<file path="src/rtl/lfsr_rr_sched.sv">
// Shares one Fibonacci LFSR among NREQ round-robin requesters and sequences seed loads.
// Optional macro LFSR_LOCKUP_FIX_EN: substitute SEED for an all-zero state and pulse o_lockup.
module lfsr_rr_sched #(
  parameter int               WIDTH = 3,
  parameter logic [WIDTH-1:0] TAPS  = 3'b110,
  parameter logic [WIDTH-1:0] SEED  = 3'b001,
  parameter int               NREQ  = 2
) (
  input  logic             i_clk,
  input  logic             i_set,
  input  logic             i_seed_ld,
  input  logic [WIDTH-1:0] i_seed_val,
  input  logic [NREQ-1:0]  i_req,
  output logic [NREQ-1:0]  o_gnt,
  output logic [WIDTH-1:0] o_rnd,
  output logic             o_rnd_valid,
  output logic             o_busy,
  output logic             o_lockup
);

  localparam int PW = (NREQ > 1) ? $clog2(NREQ) : 1;

  typedef enum logic [1:0] {ST_IDLE, ST_LOAD, ST_GRANT} state_t;

  state_t           r_state, w_state_nxt;
  logic [WIDTH-1:0] r_lfsr, r_seed;
  logic             r_pend;
  logic [NREQ-1:0]  r_req;
  logic [PW-1:0]    r_ptr;

  logic             w_pend;
  logic             w_grant;
  logic             w_win_any;
  logic [NREQ-1:0]  w_win_oh;
  logic [PW-1:0]    w_win_idx;
  logic [WIDTH-1:0] w_step;
  logic [WIDTH-1:0] w_load_val;
  logic [WIDTH-1:0] w_step_val;

  assign w_pend = r_pend | i_seed_ld;
  assign w_step = {r_lfsr[WIDTH-2:0], ^(r_lfsr & TAPS)};

  // Winner is the first registered request found after the last granted index.
  always_comb begin
    logic [PW:0] sum;
    sum       = '0;
    w_win_any = 1'b0;
    w_win_oh  = '0;
    w_win_idx = '0;
    for (int k = 1; k <= NREQ; k++) begin
      sum = {1'b0, r_ptr} + (PW+1)'(k);
      if (sum >= (PW+1)'(NREQ)) sum = sum - (PW+1)'(NREQ);
      if (!w_win_any && r_req[sum[PW-1:0]]) begin
        w_win_any           = 1'b1;
        w_win_oh[sum[PW-1:0]] = 1'b1;
        w_win_idx           = sum[PW-1:0];
      end
    end
  end

  assign w_grant = (r_state == ST_GRANT) && w_win_any;

`ifdef LFSR_LOCKUP_FIX_EN
  logic r_lockup;
  logic w_lock_evt;

  always_comb begin
    w_load_val = (r_seed == '0) ? SEED : r_seed;
    w_step_val = (r_lfsr == '0) ? SEED : w_step;
    w_lock_evt = ((r_state == ST_LOAD) && (r_seed == '0)) || (w_grant && (r_lfsr == '0));
  end

  always_ff @(posedge i_clk) begin
    if (i_set) r_lockup <= 1'b0;
    else       r_lockup <= w_lock_evt;
  end

  assign o_lockup = r_lockup;
`else
  always_comb begin
    w_load_val = r_seed;
    w_step_val = w_step;
  end

  assign o_lockup = 1'b0;
`endif

  always_ff @(posedge i_clk) begin
    if (i_set) r_state <= ST_IDLE;
    else       r_state <= w_state_nxt;
  end

  always_comb begin
    w_state_nxt = r_state;
    case (r_state)
      ST_IDLE: begin
        if (w_pend)      w_state_nxt = ST_LOAD;
        else if (|i_req) w_state_nxt = ST_GRANT;
        else             w_state_nxt = ST_IDLE;
      end
      ST_LOAD:  w_state_nxt = (|i_req) ? ST_GRANT : ST_IDLE;
      ST_GRANT: begin
        if (!w_win_any)                 w_state_nxt = ST_IDLE;
        else if (w_pend)                w_state_nxt = ST_LOAD;
        else if (|(i_req & ~w_win_oh))  w_state_nxt = ST_GRANT;
        else                            w_state_nxt = ST_IDLE;
      end
      default: w_state_nxt = ST_IDLE;
    endcase
  end

  always_comb begin
    o_gnt       = w_grant ? w_win_oh : '0;
    o_rnd_valid = w_grant;
    o_busy      = (r_state != ST_IDLE) || r_pend;
    o_rnd       = r_lfsr;
  end

  // A seed strobe arriving during LOAD overwrites the latch and stays pending.
  always_ff @(posedge i_clk) begin
    if (i_set) begin
      r_lfsr <= SEED;
      r_seed <= '0;
      r_pend <= 1'b0;
      r_req  <= '0;
      r_ptr  <= PW'(NREQ - 1);
    end else begin
      r_req <= i_req;
      if (i_seed_ld) begin
        r_seed <= i_seed_val;
        r_pend <= 1'b1;
      end else if (r_state == ST_LOAD) begin
        r_pend <= 1'b0;
      end
      if (r_state == ST_LOAD) begin
        r_lfsr <= w_load_val;
      end else if (w_grant) begin
        r_lfsr <= w_step_val;
        r_ptr  <= w_win_idx;
      end
    end
  end

endmodule

</file>
<file path="config.mk">
export PLATFORM = sky130hd
export DESIGN_NAME = lfsr_rr_sched
export DESIGN_NICKNAME = d
export VERILOG_FILES = /design/src/rtl/lfsr_rr_sched.sv
export SDC_FILE = /design/constraint.sdc
export NUM_CORES = 1
export LEC_CHECK = 0
export CORE_AREA = 2 2 39 41
export DETAILED_ROUTE_END_ITERATION = 8
export DIE_AREA = 0 0 41 43
export DONT_BUFFER_PORTS = 1
export GPL_TIMING_DRIVEN = 0
export PLACE_DENSITY = 0.63
export REMOVE_ABC_BUFFERS = 1
export SETUP_SLACK_MARGIN = 0.5
export SLEW_MARGIN = 20
export SYNTH_ARGS = -nofsm -noshare
export SYNTH_HDL_FRONTEND = slang
export SYNTH_SLANG_ARGS = --single-unit
</file>
<file path="constraint.sdc">
create_clock -name i_clk -period 1.05 [get_ports i_clk]
set_input_delay 0.21 -clock i_clk [delete_from_list [all_inputs] [get_ports i_clk]]
set_output_delay 0.21 -clock i_clk [all_outputs]
set_load 0.05 [all_outputs]
</file>
== Word level (Yosys, flattened, before mapping) ==
Index checks and enable logic that the tools add are counted.

* Bits in registers: 12
* Bits in latches: 0
* RAM bits: 0
* Bits in read-only memories: 0
* Input port bits: 8
* Memories: 0

* Add/subtract/negate cells: 4
* Multipliers: 0
* Divide/modulo/power cells: 0
* Order comparisons: 6
* Equal/unequal tests: 2
* Shift operators: 0
* Muxes and demuxes: 27
* Bitwise operators: 5
* Reduce and logical (&&, ||, !) cells: 14

{| class="wikitable"
|+ Operator list
! operator !! count
|-
| $mux 2 || 8
|-
| $mux 1 || 14
|-
| $mux 3 || 2
|-
| $pmux 2 s3 || 1
|-
| $reduce_bool 2->1 || 3
|-
| $ge 2x2->1 const B || 2
|-
| $logic_and 1x1->1 || 4
|-
| $lt 1x2->1 const B || 2
|-
| $reduce_or 2->1 || 2
|-
| $reduce_xor 3->1 || 1
|-
| $add 1x1->2 const B || 1
|-
| $add 1x2->2 const B || 1
|-
| $and 2x2->2 || 1
|-
| $demux 1 s1 || 2
|-
| $eq 2x1->1 const B || 1
|-
| $eq 2x2->1 const B || 1
|-
| $ge 1x1->1 const B || 2
|-
| $logic_not 2->1 || 1
|-
| $not 2->2 || 1
|-
| $or 2x2->2 || 1
|-
| $reduce_and 2->1 || 1
|-
| $sub 1x1->1 const B || 2
|-
| $logic_not 1->1 || 1
|-
| $logic_or 1x1->1 || 1
|-
| other kinds (2) || 2
|}

== Longest topological paths before layout ==
Gate-level depths: netlist of run 1.

* Depth after elaboration: 17
* Gate-level depth with buffers: 4

== Least setup slack after synthesis of run 1 ==
Ideal clock, no wire load.

* Path type: register to output
* Start: reg r_state[0]
* End: out o_gnt[1]
* Data arrival time: 1.279 ns
* Setup slack: -0.439 ns
* Stages on the path, launching flop included: 3
* Path buffers: 0
* Cell sequence: dfxtp_1 -> nand3b_1 -> a21oi_1

* Word-level cells in the longest chain between the ends: 3

{| class="wikitable"
|+ Ends and longest elaborated chain
! element !! RTL line !! source
|-
| from (decl) || 25 || <nowiki>state_t r_state, w_state_nxt;</nowiki>
|-
| from (signal assigned) || 90 || <nowiki>else r_state <= w_state_nxt;</nowiki>
|-
| $eq 2x2->1 || 61 || <nowiki>assign w_grant = (r_state == ST_GRANT) && w_win_any;</nowiki>
|-
| $logic_and 1x1->1 || 61 ||
|-
| $mux 2 || 113 || <nowiki>o_gnt = w_grant ? w_win_oh : '0;</nowiki>
|-
| to (decl) || 14 || <nowiki>output logic [NREQ-1:0] o_gnt,</nowiki>
|}

Every way passes these cells.

== Worst setup path in the final report of run 1 ==
* Start: reg r_state[0]
* End: out o_rnd_valid

* Word-level cells in the longest chain between the ends: 2

{| class="wikitable"
|+ Ends and longest elaborated chain
! element !! RTL line !! source
|-
| $eq 2x2->1 || 61 ||
|-
| $logic_and 1x1->1 || 61 ||
|-
| to (decl) || 16 || <nowiki>output logic o_rnd_valid,</nowiki>
|}

Every way passes these cells.

==> run metrics, run 1 <==
period utilization=1.35; Leak=0.000304 uW; vias in the first global route=449; Vias=473; Critical Path End Type=output port; setup violators final=10; Post-Place Cells=74; # port buffers=0; top post-synthesis cells by count=dfxtp_1, nor2_1, a21oi_1, o211ai_1, mux2i_1; Synth async-reset ratio=0; total gr overflow=0; post-layout util=0.585; Die ar.=1760 um^2; Post-synth EDFFs=0; Via density=5.31; Highest Clock Rate=roughly 700 MHz; Initial Utilization=0.393; core area=1380 um^2; CTS tree=built; Area Growth Syn to Fin=48.7%; Final Skew=4.45 ps; Root Buffer=clkbuf_4; Clk pin slew, worst setup/hold paths=70 ps; Yosys warning count=0; Die H=43 um; initial antenna violation count=0; Final ANT Viol Nets=0; worst-skew pair later-pin latency=280 ps; outcome=complete, but fails checks; Detailed Place HPWL=between 700 and 800 um; H-tree Lvls=1; Clock Path Buffers=2; Seq/Total Area, Yosys=0.441; Placer Congestion=0.641; Layout Cells excl Fill=89; Hold Path Class=in2reg; synthesized cell area=544 um^2; register bit total from synthesis=12; Final #Nets=82; main area contributors after synthesis=dfxtp_1, mux2i_1, nor2_1; failing checks=hold timing, setup timing; worst-path maximum fanout=5; worst hold slack=-15.3 ps; Final WS setup=-372 ps; die width=41 um; CP Launch Type=register; mean area per synthesized cell=8.92 um^2; detailed-route DRC error count=0; power density cells=1500 nW/um^2; WS Path Type=reg2out; Ant. Diodes=0; Post-Synthesis Cells=between 60 and 70; RSZ-0062 raised after global routing=yes; Num CTS Buffers=3; WP data arrival=1210 ps; cell taking the most area after synthesis=dfxtp_1; worst vdd ir=0.667 mV; Top FF cell, synth=dfxtp_1; Final Hold Viols=8; most frequent cell after synthesis=dfxtp_1; DR iter-0 viols=15; CTS sink cnt=12; layout cells sized above 1=0.603; Synth top area share=0.441; first-pass GRT wire length=1970 um; wirelength, routed=1410 um; final max-slew violation count=0; MaxCap Viol Count=0; Tmin final=1420 ps; Ports=16; Worst Path Required=840 ps; WL per Instance=15.9 um; largest net degree at the start of global routing=13; 1st-pass router iterations=4; post-synth cell types=30; GRT Total Usage=0.166; # rows=14
==> per-stage QoR <==
step	total power [uW]	setup WS (ps)	hold WS, ps	area (um^2)	TNS (ps)
floorplan	699	-439	279	529	-966
global placement	719	-534	281	549	-1500
detailed placement	721	-527	283	549	-1540
CTS	1140	-372	-22.8	702	-1920
global route	1250	-400	-24.6	810	-2710
finish	1210	-372	-15.3	810	-2380
==> cells by family after synthesis <==
| group | Yosys count | share of synthesized area |
|---|---|---|
| and+or+nand+nor | 25 | 0.246 |
| AOI/OAI and AO/OA | 15 | 0.200 |
| DFF | 12 | 0.441 |
| buffers and inverters | 4 | 0.0345 |
| muxes | 3 | 0.0552 |
| xor gates and xnor gates | 1 | 0.0161 |
| other | 1 | 0.00689 |
==> worst max-delay path, cell delays in order, from the launching register on <==
cell and delay, ps:
dfxtp_4 370, and2b_2 260, nand2_4 80, clkinvlp_4 230
==> per-layer routing <==
metal  part of all wire  global-route usage  vias to the layer above
li1                   -                   -                      237
met1               0.44               0.203                      222
met2               0.52               0.256                       10
met3              0.025              0.0471                        4
met4              0.016              0.0800                        0
met5                  0                   0                        -
==> cells in the final DEF (no fill, tap or decap) <==
cell type | Yosys | routed
nor3_2 | 0 | 1
xnor2_1 | 1 | 1
or2_4 | 0 | 1
or3_4 | 0 | 1
and3_4 | 0 | 1
clkinvlp_4 | 0 | 1
buf_6 | 0 | 5
nand3b_1 | 1 | 1
a21oi_1 | 5 | 3
nand2_1 | 2 | 1
nand3_1 | 2 | 2
nand2b_4 | 0 | 1
clkbuf_8 | 0 | 1
o211ai_1 | 4 | 4
dfxtp_2 | 0 | 5
nand2_4 | 0 | 1
mux2i_1 | 3 | 3
and2b_2 | 1 | 2
nor2_2 | 0 | 2
nor2_1 | 8 | 6
conb_1 | 1 | 1
nand2b_1 | 2 | 1
dfxtp_1 | 12 | 1
nor2b_1 | 2 | 2
a21oi_2 | 0 | 1
a31oi_1 | 1 | 1
a211o_1 | 1 | 1
a21oi_4 | 0 | 1
dfxtp_4 | 0 | 6
buf_4 | 1 | 6
a211oi_2 | 0 | 1
nand2_2 | 1 | 1
o21bai_4 | 0 | 1
or2b_1 | 1 | 1
a2111oi_4 | 0 | 1
a32oi_2 | 0 | 1
clkbuf_4 | 0 | 3
==> sequential cells by signal, indices dropped and copies added (netlist names) <==
| name | cells |
|---|---|
| o_rnd | 3 |
| r_pend | 1 |
| r_ptr | 1 |
| r_req | 2 |
| r_seed | 3 |
| r_state | 2 |
==> area by class of cell <==
class	instances	area [um^2]
Clock buffer	4	36.3
Inverter	1	7.51
Sequential cell	12	269
Fill cell	115	574
Multi-Input combinational cell	45	375
Timing Repair Buffer	11	101
Tap cell	16	20.0
==> path summary, 6_finish.rpt <==
kind,cells past startpoint,slack (ps),from,endpoint
min reg2reg,1,490,r_state[1],r_state[0]
max,3,-370,r_state[0],o_rnd_valid
max reg2reg,5,-300,r_state[0],o_rnd[0]
min,1,-20,i_set,r_state[0]
==> timing repair <==
action / 4_1_cts / 5_1_grt
pin swaps: 11 / 11
setup buffers: 3 / 8
setup endpoints to repair: 17 / 17
hold endpoints to repair: 8 / 9
gates resized for setup: 29 / 13
==> power by group <==
part           internal [uW]  leakage [uW]  total [uW]  switching (uW)
clock network            211     0.0000210         369             158
registers                492      0.000103         576            84.3
logic                    135      0.000180         266             131
total                    837      0.000304        1210             373
Power figures use the tool's default switching activity.
==> inputs of run 2 (changes only) <==
REMOVE_ABC_BUFFERS = unset   (was 1)
TNS_END_PERCENT = 10   (was unset)
==> run 2 against run 1 <==
Compared with the run above: the run still ends with hold timing, setup timing left; die area is the same; via count shrank 4.4%; design area shrank 16%; clock power is essentially flat; largest power group unchanged; sequential cell count is the same; register-to-register slack gained 160 ps; setup slack gained 0.66 ps.
==> run metrics, run 2 (same netlist as run 1, synthesis figures left out) <==
Final #Nets=75 (-8.5%); Post-Place Cells=77 (+4.1%); WP data arrival=1210 ps (about the same); power density cells=1640 nW/um^2 (+9.6%); worst-skew pair later-pin latency=270 ps (about the same); Logic pwr share=0.163 (-0.057); reg-to-reg slack, setup=-140 ps (+160 ps); worst-path cell chain=or3_1; Root Buffer=clkbuf_4; Final Hold Viols=1 (-7); MaxCap Viol Count=0 (unchanged); H-tree Lvls=1 (unchanged); register share of total power=0.510 (+0.034); WL per Instance=13.1 um (-18%); worst hold slack=-20.1 ps (-4.80 ps); final max-slew violation count=0 (unchanged); Placer Congestion=0.713 (+11%); Final Skew=2.11 ps (-2.34 ps); final non-filler cell area=682 um^2 (-16%); CTS tree=built; Die H=43 um (unchanged); GRT Total Usage=0.137 (-0.0291); hold path depth=1 (unchanged); Worst path top cell family by delay=simple AND/OR/NAND/NOR gates; Leak=0.000249 uW (-18%); most frequent cells in the layout=nor2_1, dfxtp_4, dfxtp_2, a21oi_1, o211ai_1; outcome=complete, but fails checks; Clk pin slew, worst setup/hold paths=80 ps (about the same); period utilization=1.35 (about the same); clock share of power=0.327 (+0.023); Worst Path Required=840 ps (about the same); placed cell area=597 um^2 (+8.7%); Num CTS Buffers=3 (unchanged); Final ANT Viol Nets=0 (unchanged); Via density=5.51 (+3.7%); FF-to-FF Start=r_state[0]; Layout Cells excl Fill=82 (-7.9%); Mapped Nets=69; WS Path Type=reg2out; capturing point of the worst reg2reg path=o_rnd[2]; total gr overflow=0 (unchanged); die width=41 um (unchanged); Initial Utilization=0.393 (unchanged); r2r worst-path depth=4 (-1); sw power=343 uW (-8.0%); 1st-pass router iterations=4 (unchanged); # rows=14 (unchanged); cell-internal power=775 uW (-7.5%); Detailed Place HPWL=780 um (+4.6%); initial antenna violation count=0 (unchanged); Buf+Inv Stages, Crit Path=0 (-1); Vias=452 (-4.4%); detailed-route DRC error count=0 (unchanged); CP max stage delay=580 ps (+210 ps); CP Launch Point=r_state[0]; Highest Clock Rate=704 MHz (about the same); pre-CTS setup slack=-122 ps (+405 ps); Tmin final=1420 ps (-0.661 ps); largest net degree at the start of global routing=11 (-2); Die ar.=1760 um^2 (unchanged); Ant. Diodes=0 (unchanged); wirelength, routed=1070 um (-24%); vias in the first global route=378 (-16%); layout cells sized above 1=0.394 (-0.209); setup violators final=6 (-4); Ports=16 (unchanged); Slowest-stage cell, CP=or3_1; Clock Path Buffers=2 (unchanged); core area=1380 um^2 (unchanged); CP Launch Type=register; worst-path maximum fanout=8 (+3); # port buffers=0 (unchanged); Final WS setup=-371 ps (+0.661 ps); CTS sink cnt=12 (unchanged); first-pass GRT wire length=1570 um (-20%); worst vdd ir=0.856 mV (+28%); Critical Path Stages=1 (-2); capture point of the worst path=o_busy; RSZ-0062 raised after global routing=yes; DR iter-0 viols=4 (-11); Area Growth Syn to Fin=25.3%; most common cell after layout, fill and taps aside=nor2_1; failing checks=hold timing, setup timing; switching portion of total power=0.307 (-0.00113); Critical Path End Type=output port; Hold Path Class=in2reg
[run 2: cell types whose count changed in the layout (fill, tap and decap cells not counted), moves of 2 or more]
cell,before,now
buf_4,6,2
buf_6,5,0
nor2_1,6,8
nor2_2,2,0
[run 2: worst min-delay path by stage]
stage,start,end,slack (ps)
2_1_floorplan,i_set,o_rnd[2],270
3_3_place_gp,i_set,o_rnd[2],270
3_5_place_dp,i_set,o_rnd[2],270
4_1_cts,i_set,o_rnd[2],-20
5_1_grt,i_set,o_rnd[2],-30
6_report,i_set,o_rnd[2],-20
[run 2: per-stage QoR]
| step | total power [uW] | hold slack, ps | util | setup TNS (ps) |
|---|---|---|---|---|
| after floorplan | 723 | 271 | - | -191 |
| after detailed placement | 748 | 273 | 0.431 | -707 |
| final | 1120 | -20.1 | 0.493 | -1600 |
| after CTS | 1120 | -22.8 | 0.484 | -1620 |
| after global routing | 1170 | -32.9 | 0.493 | -1900 |
| after global placement | 746 | 273 | 0.431 | -654 |
[run 2: metal layers]
metal  wire [um]  vias to the layer above  GRT usage
met1         480                      212      0.161
li1            -                      227          -
met4          23                        0     0.0800
met5           0                        -          0
met2         516                        9      0.206
met3          52                        4     0.0471
[run 2: area by class of cell]
| cell class | instances | area (um^2) |
|---|---|---|
| well taps | 16 | 20.0 |
| inverters | 1 | 7.51 |
| plain buffers | 3 | 16.3 |
| clock buffers | 4 | 36.3 |
| multi-input cells | 45 | 325 |
| flip-flops and latches | 12 | 269 |
| fillers | 138 | 702 |
| repair buffers | 1 | 7.51 |
[run 2: timing repair]
action                                 in CTS  in global routing
pin swaps                                   6                  3
buffers inserted                            1                  0
setup endpoints to repair                  17                 18
gates cloned                                0                  0
endpoints found under the hold margin       1                  1
resized for setup                          11                  5
[run 2: power by group through the flow]
stage	logic [uW]	clock network, uW	registers [uW]
2_1_floorplan	152	0	571
3_3_place_gp	166	0	580
3_5_place_dp	167	0	581
4_1_cts	180	369	572
5_1_grt	201	397	574
6_report	182	366	570
